==> src/rtl/scan_pkg.sv <==
`default_nettype none
// ============================================================================
// Module      : scan_pkg
// Description : Shared constants, FSM state type and the "first set bit"
//               helper for the scan select generator.
// Revision    : 1.0 - initial release
// ============================================================================
package scan_pkg;

    localparam int NUM_POS = 8;
    localparam int SEL_W   = 3;

    typedef enum logic [1:0] {
        IDLE  = 2'd0,
        SHOW  = 2'd1,
        BLANK = 2'd2
    } scan_state_e;

    // Lowest set bit of the mask; 0 when the mask is empty.
    function automatic logic [SEL_W-1:0] first_set(input logic [NUM_POS-1:0] mask);
        first_set = '0;
        for (int i = NUM_POS - 1; i >= 0; i--) begin
            if (mask[i]) begin
                first_set = SEL_W'(i);
            end
        end
    endfunction

endpackage
`default_nettype wire

==> src/rtl/scan_next_idx.sv <==
`default_nettype none
// ============================================================================
// Module      : scan_next_idx
// Description : Rotating priority encoder. Finds the first set mask bit
//               after cur (cur+1, cur+2, ... wrapping, ending at cur itself).
//               wrap flags that the result is not above cur.
// Revision    : 1.0 - initial release
// ============================================================================
module scan_next_idx
    import scan_pkg::*;
(
    input  logic [SEL_W-1:0]   cur,
    input  logic [NUM_POS-1:0] mask,
    output logic [SEL_W-1:0]   nxt,
    output logic               wrap
);

    logic             w_found;
    logic [SEL_W-1:0] w_idx;

    // Walk positions cur+1 .. cur+8; the 3-bit sum wraps modulo 8 so the
    // final candidate is cur itself (single-bit mask case).
    always_comb begin
        nxt     = cur;
        w_found = 1'b0;
        w_idx   = cur;
        for (int k = 1; k <= NUM_POS; k++) begin
            w_idx = cur + SEL_W'(k);
            if (!w_found && mask[w_idx]) begin
                nxt     = w_idx;
                w_found = 1'b1;
            end
        end
        wrap = (nxt <= cur);
    end

endmodule
`default_nettype wire

==> src/rtl/scan_sel_gen.sv <==
`default_nettype none
// ============================================================================
// Module      : scan_sel_gen
// Description : Select/enable sequencer for a 3-to-8 decoder. Visits the
//               enabled positions in order, holding each for SHOW_CYC cycles
//               followed by a BLANK_CYC blanking gap, and pulses frame when
//               the scan wraps.
// Revision    : 1.0 - initial release
// ============================================================================
module scan_sel_gen
    import scan_pkg::*;
#(
    parameter int SHOW_CYC  = 4,
    parameter int BLANK_CYC = 1,
    parameter int CNT_W     = 16
) (
    input  logic               clk,
    input  logic               rst,
    input  logic               run,
    input  logic [NUM_POS-1:0] mask,
    output logic [SEL_W-1:0]   sel,
    output logic               en,
    output logic               frame
);

    localparam logic [CNT_W-1:0] c_show_last  = CNT_W'(SHOW_CYC - 1);
    localparam logic [CNT_W-1:0] c_blank_last = (BLANK_CYC > 0) ? CNT_W'(BLANK_CYC - 1) : '0;
    localparam bit               c_has_blank  = (BLANK_CYC > 0);

    scan_state_e      r_state;
    logic [CNT_W-1:0] r_cnt;
    logic [SEL_W-1:0] r_sel;
    logic             r_en;
    logic             r_frame;

    scan_state_e      w_state_nxt;
    logic [CNT_W-1:0] w_cnt_nxt;
    logic [SEL_W-1:0] w_sel_nxt;
    logic             w_en_nxt;
    logic             w_frame_nxt;

    logic [SEL_W-1:0] w_adv_idx;
    logic             w_adv_wrap;
    logic             w_abort;

    scan_next_idx u_next_idx (
        .cur  (r_sel),
        .mask (mask),
        .nxt  (w_adv_idx),
        .wrap (w_adv_wrap)
    );

    assign w_abort = !run || (mask == '0);

    // Next-state and next-output decode; abort overrides every state.
    always_comb begin
        w_state_nxt = r_state;
        w_cnt_nxt   = r_cnt + CNT_W'(1);
        w_sel_nxt   = r_sel;
        w_en_nxt    = r_en;
        w_frame_nxt = 1'b0;

        if (w_abort) begin
            w_state_nxt = IDLE;
            w_cnt_nxt   = '0;
            w_en_nxt    = 1'b0;
        end else begin
            case (r_state)
                IDLE: begin
                    // Entry from idle never counts as a wrap.
                    w_state_nxt = SHOW;
                    w_cnt_nxt   = '0;
                    w_sel_nxt   = first_set(mask);
                    w_en_nxt    = 1'b1;
                end
                SHOW: begin
                    w_en_nxt = 1'b1;
                    if (r_cnt == c_show_last) begin
                        w_cnt_nxt = '0;
                        if (c_has_blank) begin
                            w_state_nxt = BLANK;
                            w_en_nxt    = 1'b0;
                        end else begin
                            // No gap: advance directly while staying in SHOW.
                            w_sel_nxt   = w_adv_idx;
                            w_frame_nxt = w_adv_wrap;
                        end
                    end
                end
                BLANK: begin
                    w_en_nxt = 1'b0;
                    if (r_cnt == c_blank_last) begin
                        w_state_nxt = SHOW;
                        w_cnt_nxt   = '0;
                        w_sel_nxt   = w_adv_idx;
                        w_en_nxt    = 1'b1;
                        w_frame_nxt = w_adv_wrap;
                    end
                end
                default: begin
                    w_state_nxt = IDLE;
                    w_cnt_nxt   = '0;
                    w_en_nxt    = 1'b0;
                end
            endcase
        end
    end

    // State, counter and output registers; reset wins over everything.
    always_ff @(posedge clk) begin
        if (rst) begin
            r_state <= IDLE;
            r_cnt   <= '0;
            r_sel   <= '0;
            r_en    <= 1'b0;
            r_frame <= 1'b0;
        end else begin
            r_state <= w_state_nxt;
            r_cnt   <= w_cnt_nxt;
            r_sel   <= w_sel_nxt;
            r_en    <= w_en_nxt;
            r_frame <= w_frame_nxt;
        end
    end

    assign sel   = r_sel;
    assign en    = r_en;
    assign frame = r_frame;

endmodule
`default_nettype wire

==> config.mk <==
export PLATFORM = sky130hd
export DESIGN_NAME = scan_sel_gen
export DESIGN_NICKNAME = d
export VERILOG_FILES = /design/src/rtl/scan_pkg.sv /design/src/rtl/scan_next_idx.sv /design/src/rtl/scan_sel_gen.sv
export SDC_FILE = /design/constraint.sdc
export NUM_CORES = 1
export LEC_CHECK = 0
export CAP_MARGIN = 15
export CORE_MARGIN = 2
export CORE_UTILIZATION = 61
export CTS_BUF_LIST = sky130_fd_sc_hd__clkbuf_2 sky130_fd_sc_hd__clkbuf_4 sky130_fd_sc_hd__clkbuf_8
export DETAILED_ROUTE_END_ITERATION = 10
export PLACE_DENSITY = 0.83
export SLEW_MARGIN = 25
export SYNTH_ARGS = -nofsm -noshare
export SYNTH_HDL_FRONTEND = slang
export SYNTH_SLANG_ARGS = --single-unit
export TNS_END_PERCENT = 30
==> constraint.sdc <==
create_clock -name clk -period 4.5 [get_ports clk]
set_input_delay 0.45 -clock clk [delete_from_list [all_inputs] [get_ports clk]]
set_output_delay 0.45 -clock clk [all_outputs]
set_load 0.03 [all_outputs]
==> impl_metrics.csv <==
group,metric,value,unit
status,status,"finished, final reports clean",
sta,fin_crit,3840,ps
sta,max_slew_margin,0.581,
pwr,clkPwrFrac,0.179,
grt,antenna_found_initial,0,
clocking,cts_buffer_depth,2,
clocking,clk_latency,310,ps
floorplan,core-area,3340,um2
pwr,finalPower,0.522,mW
sta,drv_slew,0,
sta,rsz0062_at_grt,"no",
layout,final_area,2320,um2
placed_design,dp_slack,665,ps
yosys,yosys_warnings,0,
sta,setup_ws,659,ps
setup_path,start_kind,"flip-flop",
clocking,holdBufCountCts,0,
flow_run,drv_cap,0,
sta,hold_viol,0,
placed_design,place.gp.congestion,0.908,
yosys,async_flop_share,0,
pwr,pwr-share-seq,0.406,
yosys,syn_nets,274,
floorplan,ios,16,
yosys,syn_inst,251,
yosys,ys.flop_type,"dfxtp_1",
pwr,netSwitchingFraction,0.352,
clocking,cts_tree,"built",
setup_path,crit_type,"flip-flop to flip-flop",
sta,finalSetupTns,0,ps
routing,drtAntennaViolNets,0,
floorplan,rows,21,
clocking,root_buffer,"clkbuf_4",
floorplan,die_y,63.1,um
clocking,clock_sinks,23,
pwr,power_switching,0.184,mW
layout,layout-drive-gt1-share,0.114,
clocking,cts_made_buffers,3,
floorplan,die_w,63.1,um
clocking,cts-resized-gates,0,
routing,wl_per_cell,15.0,um
clocking,post_cts_buffers,0,
placed_design,portBuffers,15,
sta,setup_viol,0,
min_path,hold_class,"flip-flop to flip-flop",
yosys,ys_ff_latch,23,
clocking,cts.htree.levels,1,
pwr,power_density,225,nW/um2
grt,grt_max_degree,19,
setup_path,end_kind,"flip-flop",
routing,drt-total-wl,4.63,mm
yosys,syn_area,2130,um2
pwr,peakVddDrop,0.191,mV
clocking,clk_pin_slew,120,ps
placed_design,dp.cells,305,
grt,grt_pass1_vias,1748,
setup_path,crit_required,4730,ps
sta,hold_slack,488,ps
sta,max_freq,0.260,GHz
layout,nets,287,
grt,grt_pass1_wl,8.07,mm
grt,grtUsageTotal,0.250,
grt,overflow,0,
yosys,synth_edf_count,0,
sta,tightest_slew,623,ps
setup_path,arrival,4080,ps
routing,drt_first_pass_iters,4,
sta,final.setup_skew,3.24,ps
yosys,avgSynthCellArea,8.49,um2
pwr,intPower,0.338,mW
layout,final_util,0.696,
sta,fin_crit_sh,0.854,
pwr,p_leak,0.803,nW
yosys,yosysSeqAreaShare,0.216,
placed_design,post_dp_cell_area,2300,um2
layout,layoutNonFillerInstCount,309,
routing,drc_errors,0,
routing,routed_via_density,6.14,
routing,vias,1898,
placed_design,dp_hpwl,3.51,mm
pwr,combinationalPowerShare,0.415,
layout,multi_input_area,1560,um2
layout,fill_cells,284,
floorplan,initial_core_util,0.639,
routing,first_iter_violations,120,
setup_path,cp_max_fo,14,
layout,regArea,460,um2
layout,area_growth,8.98,%
yosys,yosysUniqueCellTypes,60,
floorplan,die-area,3980,um2
layout,diodes,0,
[cells in the final DEF, fill, tap and decap left out, types with 2 or more instances in the layout]
cell type / n
a211oi_1: 3
a21o_1: 2
a21oi_1: 7
a221oi_1: 2
a41oi_1: 3
and2_1: 2
and3_1: 5
buf_4: 2
clkbuf_4: 3
clkdlybuf4s50_1: 15
dfxtp_1: 23
ha_1: 12
inv_1: 13
mux2_2: 7
mux2i_1: 8
mux4_2: 7
nand2_1: 21
nand2b_1: 2
nand3_1: 15
nor2_1: 34
nor2b_1: 3
nor3_1: 9
nor4_1: 6
o21a_1: 3
o21ai_0: 3
o31ai_1: 2
or3_1: 3
xnor2_1: 7
xor2_1: 11
[registers in the layout (all words and copies together) (netlist names)]
register / cells
r_cnt: 16
sel: 3
en: 1
r_state: 2
frame: 1
[path summary, 6_finish.rpt]
kind                  from       end  slack [ps]  cells after the start
hold reg to reg   r_cnt[0]  r_cnt[0]         490                      1
setup reg to reg    sel[1]     frame         660                     13
setup / recovery    sel[1]     frame         660                     13
hold / removal    r_cnt[0]  r_cnt[0]         490                      1
[kinds of logic after synthesis]
family	Yosys count	synth area share
flops	23	0.216
xor+xnor	18	0.0739
fa+ha+maj	12	0.0704
simple gates	111	0.260
compound gates	40	0.151
mux	25	0.178
buf+inv	22	0.0505
[power groups by stage]
stage	Combinational, mW	Sequential (mW)	Clock, mW
after floorplan	0.161	0.219	0
after global placement	0.210	0.216	0
after detailed placement	0.212	0.216	0
after CTS	0.213	0.212	0.101
after global routing	0.238	0.213	0.106
final	0.216	0.212	0.0935
[synth_stat cells (2+ instances only)]
cell,number,share of area
mux4_2,7,0.074
nor2_1,34,0.060
or3_1,3,0.0088
nor2b_1,3,0.0088
o21ai_0,3,0.0070
a21oi_1,7,0.016
dfxtp_1,23,0.22
o21a_1,3,0.011
xor2_1,11,0.045
a221oi_1,2,0.0082
a21o_1,2,0.0070
nand2_1,21,0.037
nand3_1,15,0.035
nand2b_1,2,0.0059
mux2_2,7,0.037
and2_1,2,0.0059
a211oi_1,3,0.011
buf_2,2,0.0047
nor3_1,9,0.021
buf_4,2,0.0070
clkbuf_1,2,0.0035
o31ai_1,2,0.0070
mux2i_1,8,0.038
ha_1,12,0.070
buf_6,2,0.011
xnor2_1,7,0.029
nor4_1,6,0.018
and3_1,5,0.015
a41oi_1,3,0.012
inv_1,13,0.023
[routing by layer]
metal  vias up  GRT usage  part of all wire
met3         6     0.0482             0.062
met2        57      0.395              0.45
met4         0     0.0528             0.010
met5         -          0                 0
li1        954          -                 -
met1       881      0.354              0.48
[cell type report]
type | count | area share
multi-input combinational | 206 | 0.673
sequential | 23 | 0.198
timing repair buffer | 17 | 0.0711
tap | 46 | 0.0248
inverter | 13 | 0.0210
clock buffer | 3 | 0.00969
clock inverter | 1 | 0.00215
[critical path: stages, from the launching register on]
cell and delay [ps]:
dfxtp_1 350, inv_1 120, ha_1 640, mux2_2 390, mux4_2 550, a2111oi_2 430
nor4_1 100, a211oi_2 290, nand2_1 90, ha_1 300, a21o_1 170, a21oi_1 150
a31oi_1 50, nor3_1 140
(Power assumes the default switching activity.)
